## src/rtl/pal_macrocell_fabric.sv

```systemverilog
// Purpose: AND/OR PAL fabric with per-output macrocells, serially loaded config committed atomically per frame.
// Latency: combinational outputs zero-cycle, registered outputs one cycle; config commits on the edge taking the last bit.
// Backpressure: none; cfg_en low stalls the loader indefinitely, and the fabric keeps running the active config meanwhile.
module pal_macrocell_fabric #(
    parameter int N = 8,
    parameter int M = 4,
    parameter int P = 13
) (
    input  logic         clk,
    input  logic         res_n,
    input  logic         cfg_en,
    input  logic         cfg_bit,
    input  logic         run_en,
    input  logic [N-1:0] INPUT_VARS,
    output logic [M-1:0] OUTPUT_VALS,
    output logic         cfg_busy,
    output logic         cfg_done
);
    localparam int V       = N + M;
    localparam int A       = P * 2 * V;
    localparam int B       = A + M * P;
    localparam int CFG_LEN = B + 2 * M;
    localparam int CW      = $clog2(CFG_LEN);

    logic [CFG_LEN-1:0] shadow;
    logic [CFG_LEN-1:0] shadow_nxt;
    logic [CFG_LEN-1:0] active;
    logic [CW-1:0]      cnt;
    logic               last;
    logic               commit;
    logic [M-1:0]       flops;
    logic [V-1:0]       vars;
    logic [P-1:0]       prod;
    logic [P-1:0]       lit_any;
    logic [M-1:0]       sum;

    assign last       = (cnt == CW'(CFG_LEN - 1));
    assign commit     = cfg_en & last;
    assign shadow_nxt = {cfg_bit, shadow[CFG_LEN-1:1]};
    assign cfg_busy   = (cnt != '0);

    // Loader: the active config takes the shadow including the bit accepted on the same edge.
    always_ff @(posedge clk or negedge res_n) begin
        if (!res_n) begin
            shadow   <= '0;
            active   <= '0;
            cnt      <= '0;
            cfg_done <= 1'b0;
        end else begin
            cfg_done <= commit;
            if (cfg_en) begin
                shadow <= shadow_nxt;
                cnt    <= last ? '0 : cnt + CW'(1);
            end
            if (commit) begin
                active <= shadow_nxt;
            end
        end
    end

    // A fresh config must never see state left by the old function.
    always_ff @(posedge clk or negedge res_n) begin
        if (!res_n) begin
            flops <= '0;
        end else if (commit) begin
            flops <= '0;
        end else if (run_en) begin
            flops <= sum;
        end
    end

    assign vars = {flops, INPUT_VARS};

    always_comb begin
        prod    = '0;
        lit_any = '0;
        for (int p = 0; p < P; p++) begin
            prod[p] = 1'b1;
            for (int v = 0; v < V; v++) begin
                if (active[p*2*V + 2*v]) begin
                    lit_any[p] = 1'b1;
                    if (!vars[v]) prod[p] = 1'b0;
                end
                if (active[p*2*V + 2*v + 1]) begin
                    lit_any[p] = 1'b1;
                    if (vars[v]) prod[p] = 1'b0;
                end
            end
            prod[p] = prod[p] & lit_any[p];
        end
    end

    always_comb begin
        sum         = '0;
        OUTPUT_VALS = '0;
        for (int m = 0; m < M; m++) begin
            sum[m]         = |(active[A + m*P +: P] & prod);
            OUTPUT_VALS[m] = (active[B + 2*m] ? flops[m] : sum[m]) ^ active[B + 2*m + 1];
        end
    end
endmodule

```

## config.mk

```make
export PLATFORM = sky130hd
export DESIGN_NAME = pal_macrocell_fabric
export DESIGN_NICKNAME = d
export VERILOG_FILES = /design/src/rtl/pal_macrocell_fabric.sv
export SDC_FILE = /design/constraint.sdc
export NUM_CORES = 1
export LEC_CHECK = 0
export CORE_MARGIN = 2
export CORE_UTILIZATION = 45
export DETAILED_ROUTE_END_ITERATION = 8
export HOLD_SLACK_MARGIN = 0.12
export PLACE_DENSITY_LB_ADDON = 0.3
export SLEW_MARGIN = 20
export SYNTH_ARGS = -nofsm -noshare
export SYNTH_HDL_FRONTEND = slang
export SYNTH_SLANG_ARGS = --single-unit
```

## constraint.sdc

```tcl
create_clock -name clk -period 7.08 [get_ports clk]
set_input_delay 1.062 -clock clk [delete_from_list [all_inputs] [get_ports clk]]
set_output_delay 1.062 -clock clk [all_outputs]
set_load 0.01 [all_outputs]
```

==> results.sh <==
export IMPL_cap_violations=0
export IMPL_drt_vias_per_instance=5.44
export IMPL_cts_hold_buf=0
export IMPL_tightestPinTransition_ns=1.21
export IMPL_final_cell_count_no_fill=3819
export IMPL_ys_warn_count=0
export IMPL_clkTransAtPathRegs_ns=0.06
export IMPL_hold_violations=0
export IMPL_die_area_um2=72000
export IMPL_gp_congestion=0.927
export IMPL_start_kind="input pin"
export IMPL_reg2reg_depth=8
export IMPL_io_pins=19
export IMPL_route_met2_wl_um=32700
export IMPL_antenna_cells=0
export IMPL_met3_length_um=3660
export IMPL_rsz0062_at_grt="false"
export IMPL_power_frac_seq_pct=50.4
export IMPL_cts_tree="yes"
export IMPL_cp_end_kind="output port"
export IMPL_max_clock_freq_mhz=164
export IMPL_power_density_nw_per_um2=257
export IMPL_setup_tns_final_ns=0
export IMPL_p_clk_share_pct=45.9
export IMPL_wire_per_inst_um=18.8
export IMPL_wl_met1_um=32400
export IMPL_nets=2851
export IMPL_yosys_area_top_type="dfrtp_1"
export IMPL_wl_um=71700
export IMPL_fp_coreArea_um2=68800
export IMPL_layout_drive_gt1_share_pct=18.2
export IMPL_drt_first_pass_iters=6
export IMPL_dp_hpwl_um=45000
export IMPL_postCtsSetupBuffers=0
export IMPL_fp_dieW_um=268
export IMPL_cp_required_ns=6.02
export IMPL_grt_overflow_total=0
export IMPL_ys_ff_latch=757
export IMPL_ys_seq_area_share_pct=60.3
export IMPL_initial_core_util_pct=45.7
export IMPL_highest_layer="met4"
export IMPL_switching_share_pct=21.8
export IMPL_htreeDepth=3
export IMPL_track_usage_pct=20.6
export IMPL_critPathKind="in2out"
export IMPL_grt_max_degree=219
export IMPL_slew_headroom_pct=19.0
export IMPL_yosys_top_cells_count="1134 x nand2_1, 757 x dfrtp_1, 371 x mux2_2"
export IMPL_crit_arrival_ns=5.05
export IMPL_setup_ws_ns=0.967
export IMPL_drc_errors=0
export IMPL_finClkSkew_ns=0.0295
export IMPL_fillers=6004
export IMPL_antenna_found_initial=0
export IMPL_leakage_uw=0.0188
export IMPL_rows=96
export IMPL_clk_path_buf_depth=3
export IMPL_min_path_type="in2async"
export IMPL_syn_area_um2=31400
export IMPL_critPathMaxFanout=8
export IMPL_grt_pass1_vias=21017
export IMPL_dominantRegCellSynth="dfrtp_1"
export IMPL_hold_ws_ns=0.467
export IMPL_synth_distinct_cells=40
export IMPL_syn_nets=2879
export IMPL_synth_most_common_cell="nand2_1"
export IMPL_syn2layout_area_growth_pct=11.1
export IMPL_clkSinkCount=757
export IMPL_drtIter0Drc=1622
export IMPL_worstReg2RegStart="cnt[2]"
export IMPL_maxSlewViolCount=0
export IMPL_p_int_uw=7010
export IMPL_ir_worst_vdd_mv=0.161
export IMPL_antenna_left=0
export IMPL_dp_cells=3689
export IMPL_cts_buffers=76
export IMPL_pwr_share_comb_pct=3.7
export IMPL_die_h_um=268
export IMPL_grt_pass1_wl_um=116000
export IMPL_p_total_uw=8970
export IMPL_synth_area_leaders="dfrtp_1 60%, nand2_1 14%, mux2_2 13%"
export IMPL_dp_slack_ns=1.08
export IMPL_ctsRootBufferMaster="clkbuf_16"
export IMPL_synthCells=2864
export IMPL_synth_edff_count=0
export IMPL_postSynth_asyncResetShare_pct=100
export IMPL_syn_avg_cell_area_um2=11.0
export IMPL_clock_latency_ns=0.63
export IMPL_reg2reg_to="active[245]"
export IMPL_cts_resized=0
export IMPL_setup_viol=0
export IMPL_switchingPower_uw=1960
export IMPL_finalCritPeriodShare_pct=86.3
export IMPL_r2r_slack_ns=3.65
export IMPL_period_minus_slack_ns=6.11
export IMPL_outcome="finished, final reports clean"
export IMPL_vias=20787
export IMPL_synth_top_cell_area_share_pct=60.3
export IMPL_portBuffers=18
-- cell usage in the layout (no fill, tap or decap), types with 13 or more instances in the layout --
cell / Yosys / routed
nand2_1: 1134 / 1133
dfrtp_1: 757 / 754
mux2_2: 371 / 371
mux2i_1: 156 / 156
nor4_1: 81 / 81
clkbuf_16: 0 / 77
nand4_1: 56 / 56
o21ai_0: 42 / 42
buf_4: 16 / 20
o22ai_1: 19 / 19
clkdlybuf4s50_1: 0 / 16
clkbuf_1: 92 / 15
clkbuf_8: 0 / 13
-- critical path, cell delays in order --
cell	delay, ns
clkdlybuf4s50_1	1.18
buf_4	0.34
mux2i_1	0.21
nand4_1	0.10
or3_1	0.50
o22ai_1	0.27
nor2_1	0.06
a32oi_1	0.25
xor2_1	0.43
clkdlybuf4s50_1	0.63
-- stage by stage --
| step | util, % | instance area [um^2] |
|---|---|---|
| floorplan | - | 31400 |
| global placement | 47.1 | 32400 |
| detailed placement | 47.1 | 32400 |
| CTS | 50.7 | 34900 |
| global route | 50.7 | 34900 |
| finish | 50.7 | 34900 |
-- power groups by stage --
stage,sequential (uW),clock (uW),combinational [uW]
floorplan,4550,0,208
global placement,4590,0,330
detailed placement,4600,0,343
CTS,4520,4200,344
global route,4530,4380,372
finish,4520,4120,336
-- state kept, by name, summed over array words and instances, names as in the netlist --
register / flops
flops: 4
shadow: 371
cnt: 9
active: 372
cfg_done: 1
-- per-layer routing --
| layer | vias to the layer above | track usage (%) |
|---|---|---|
| met5 | - | 0 |
| met4 | 0 | 8.15 |
| met3 | 176 | 3.29 |
| met2 | 551 | 31.9 |
| met1 | 10535 | 29.1 |
| li1 | 9525 | - |
-- cell type report --
| cell class | instances | area (um^2) | area share (%) |
|---|---|---|---|
| Multi-Input combinational cell | 1946 | 11800 | 33.7 |
| Sequential cell | 757 | 18900 | 54.2 |
| Clock buffer | 105 | 2160 | 6.19 |
| Clock inverter | 25 | 365 | 1.05 |
| Timing Repair Buffer | 44 | 460 | 1.32 |
| Tap cell | 931 | 1160 | 3.34 |
| Inverter | 11 | 48.8 | 0.140 |
-- cell families after synthesis --
| kind of cell | Yosys count | share of synthesized area [%] |
|---|---|---|
| AO/OA/AOI/OAI | 73 | 1.35 |
| XOR/XNOR | 8 | 0.223 |
| AND/OR/NAND/NOR | 1336 | 17.5 |
| flip-flops | 757 | 60.3 |
| buffers and inverters | 161 | 2.27 |
| adder cells (fa/ha/maj) | 2 | 0.0796 |
| multiplexers | 527 | 18.3 |
-- how the worst max path moves through the flow --
stage                   from             end  slack [ns]  depth (start not counted)
6_report       INPUT_VARS[7]  OUTPUT_VALS[0]        0.97                         10
3_5_place_dp   INPUT_VARS[7]  OUTPUT_VALS[0]        1.08                         10
5_1_grt        INPUT_VARS[7]  OUTPUT_VALS[0]        0.91                         10
4_1_cts        INPUT_VARS[7]  OUTPUT_VALS[0]        1.08                         10
2_1_floorplan  INPUT_VARS[1]  OUTPUT_VALS[1]        3.21                          9
3_3_place_gp   INPUT_VARS[7]  OUTPUT_VALS[0]        1.14                         10
Power figures use the tool's default switching activity.
==> patch, RTL diff (same flow settings) <==
Set the parameter `N` to 4 (it was 8).
--- a/src/rtl/pal_macrocell_fabric.sv
+++ b/src/rtl/pal_macrocell_fabric.sv
@@ -4,3 +4,3 @@
 module pal_macrocell_fabric #(
-    parameter int N = 8,
+    parameter int N = 4,
     parameter int M = 4,
Ports: changed (resized INPUT_VARS); port bits go from 19 to 15. The function was not compared with the original's and may differ.
==> patch against the original RTL <==
- utilization up 0.29 points
- routed wire length down 32%
- largest cell class unchanged
- sequential cell count fell by 208
- synthesized area shrank 27%
- sequential share of layout area is 0.70 points lower
- largest power group unchanged
- total power is 27% lower
- non-clock buffer count fell by 9
- highest routed layer unchanged
- setup slack better by 180 ps
- via count shrank 38%
- design area shrank 27%
- critical path type unchanged
==> patch: results (changes against the original RTL) <==
----------------------------------------------------
[Detailed routing]
  Number of DRC violations after detailed-routing iteration 0 ... 889 (-45%)
  Wirelength per Cell ... 21.4 um (+14%)
  Final Routed Wirelength ... 49000 um (-32%)
  Detailed Routing Iterations Pass 1 ... 6 (unchanged)
  Vias per cell ... 5.68 (+4.3%)

[Placed design]
  Gpl congestion ... 0.864 (-6.8%)
  DP Wirelength ... 31600 um (-30%)
  Count of input and output buffers ... 14 (-4)
  Instance area after placement ... 0.0238 mm2 (-27%)
  Total instance count after detailed placement ... 2180 (-41%)

[Cells and area]
  Number of filler cells placed in the layout ... 4332 (-28%)
  Count of antenna diodes in the layout ... 0 (unchanged)
  Ratio of cells with drive above 1 in the final layout ... 0.405 (+0.224)
  Post-layout nets ... 1577 (-45%)
  Biggest registers after layout ... active (268), shadow (267), cnt (9)
  Post-Layout Inst Area ... 0.0257 mm2 (-27%)

[Clock tree]
  Post-cts gate resize count ... 0 (unchanged)
  CTS H-Tree Depth ... 2 (-1)
  CTS Buf Count ... 56 (-26%)
  Clock latency at the later pin of the worst-skew pair ... 600 ps (-30 ps)
  Root Buffer Master ... clkbuf_16
  Clk pin slew, worst setup/hold paths ... 60 ps (about the same)
  Max Root-Sink Buffers ... 3 (unchanged)
  Post-CTS setup buffer count ... 0 (unchanged)

[GRT]
  Largest net degree at the start of global routing ... 190 (-13%)
  GRT Resource Usage Total ... 0.190 (-0.0154)
  Wire length of the first global-routing pass ... 79600 um (-32%)
  Initial antenna violation count ... 0 (unchanged)
  Number of global-route vias before repair ... 13700 (-35%)

[Worst setup path]
  End point of the critical path ... OUTPUT_VALS[3]
  Depth of the worst register-to-register path ... 6 (-2)
  Crit Reg-Reg Startpoint ... cnt[5]
  Startpoint of the worst setup timing path ... INPUT_VARS[2]
  R2R Path End ... active[153]
  Largest fanout of any net on the critical path ... 8 (unchanged)
  Register-to-register setup slack ... 3740 ps (+90 ps)
  Data arrival time of the worst path ... 4870 ps (-180 ps)

[Logic synthesis]
  Top flip-flop cell by instance count after synthesis ... dfrtp_1
  Average size of a mapped cell ... 14.8 um2 (+35%)
  Unique cell type count in the Yosys netlist ... 47 (+18%)
  Sequential-to-total area share from yosys stat ... 0.597 (-0.00572)
  Yosys warning total ... 0 (unchanged)
  Cell types with the largest area share after synthesis ... dfrtp_1 (60%), mux2_2 (26%), mux2i_1 (4.5%)
  List of most frequent post-synthesis cells ... dfrtp_1 (549), mux2_2 (528), mux2i_1 (104)
  Async SR Flop Fraction ... 1.00 (unchanged)

[Timing]
  Clock Skew ... 17.5 ps (-12.0 ps)
  Measured slew at the worst slew-check pin ... 1110 ps (-101 ps)

[Power]
  Leakage Power ... 12.9 nW (-31%)
  Worst ir drop on vdd ... 169 uV (+5.1%)

[Status]
  Result of the run ... completed

[Worst hold path]
  Class of the tightest hold or removal check ... primary input to async pin

----------------------------------------------------
-- patch: changes by cell type after synthesis, sizes merged, moves of 17 or more --
cell	delta
nor4	-25
o22ai	-18
o41ai	+17
mux2	+157
or4	+23
mux2i	-52
dfrtp	-208
nand2	-1096
o21ai	-24
clkbuf	-62
nand4	-34
-- patch: cells by family (layout without fill, tap and decap cells) --
group	Yosys count	after routing	synth area share
compound gates	64	64	0.0212
xor+xnor	4	4	0.00152
mux	632	632	0.304
fa+ha+maj	2	2	0.00109
flops	549	549	0.597
simple gates	212	212	0.0567
buf+inv	88	148	0.0188
-- patch: area by class of cell --
class	count	area share
clock buffers	83	0.0649
clock inverters	20	0.00727
flip-flops and latches	549	0.535
multi-input cells	914	0.345
repair buffers	35	0.0136
inverters	10	0.00146
well taps	672	0.0328
-- patch: worst max-delay path, stage by stage --
cell             delay [ps]
clkdlybuf4s50_1        1100
buf_4                   290
mux2i_1                 220
nand4_1                 190
nor4_1                  460
a222oi_1                170
and3_1                  250
a211oi_1                470
clkdlybuf4s50_1         640
-- patch: per-layer routing --
layer,track usage,vias up,part of all wire
met5,0,-,0
met2,0.297,246,0.46
li1,-,5815,-
met4,0.0663,0,0.031
met1,0.270,6809,0.47
met3,0.0311,95,0.042
-- patch: power by group --
part / total, W / internal, W / switching [W]
clock: 0.00294 / 0.00173 / 0.00121
sequential: 0.00332 / 0.00323 / 0.0000897
combinational: 0.000277 / 0.000126 / 0.000151
total: 0.00654 / 0.00508 / 0.00145
-- patch: stage by stage --
stage                     total power, W  utilization  hold slack, ps  setup WS, ps
final                            0.00654        0.510             481          1150
after global routing             0.00678        0.510             521          1050
after CTS                        0.00662        0.510             496          1080
after detailed placement         0.00366        0.474             488          1120
after global placement           0.00364        0.474             475          1190
after floorplan                  0.00350            -             451          2990
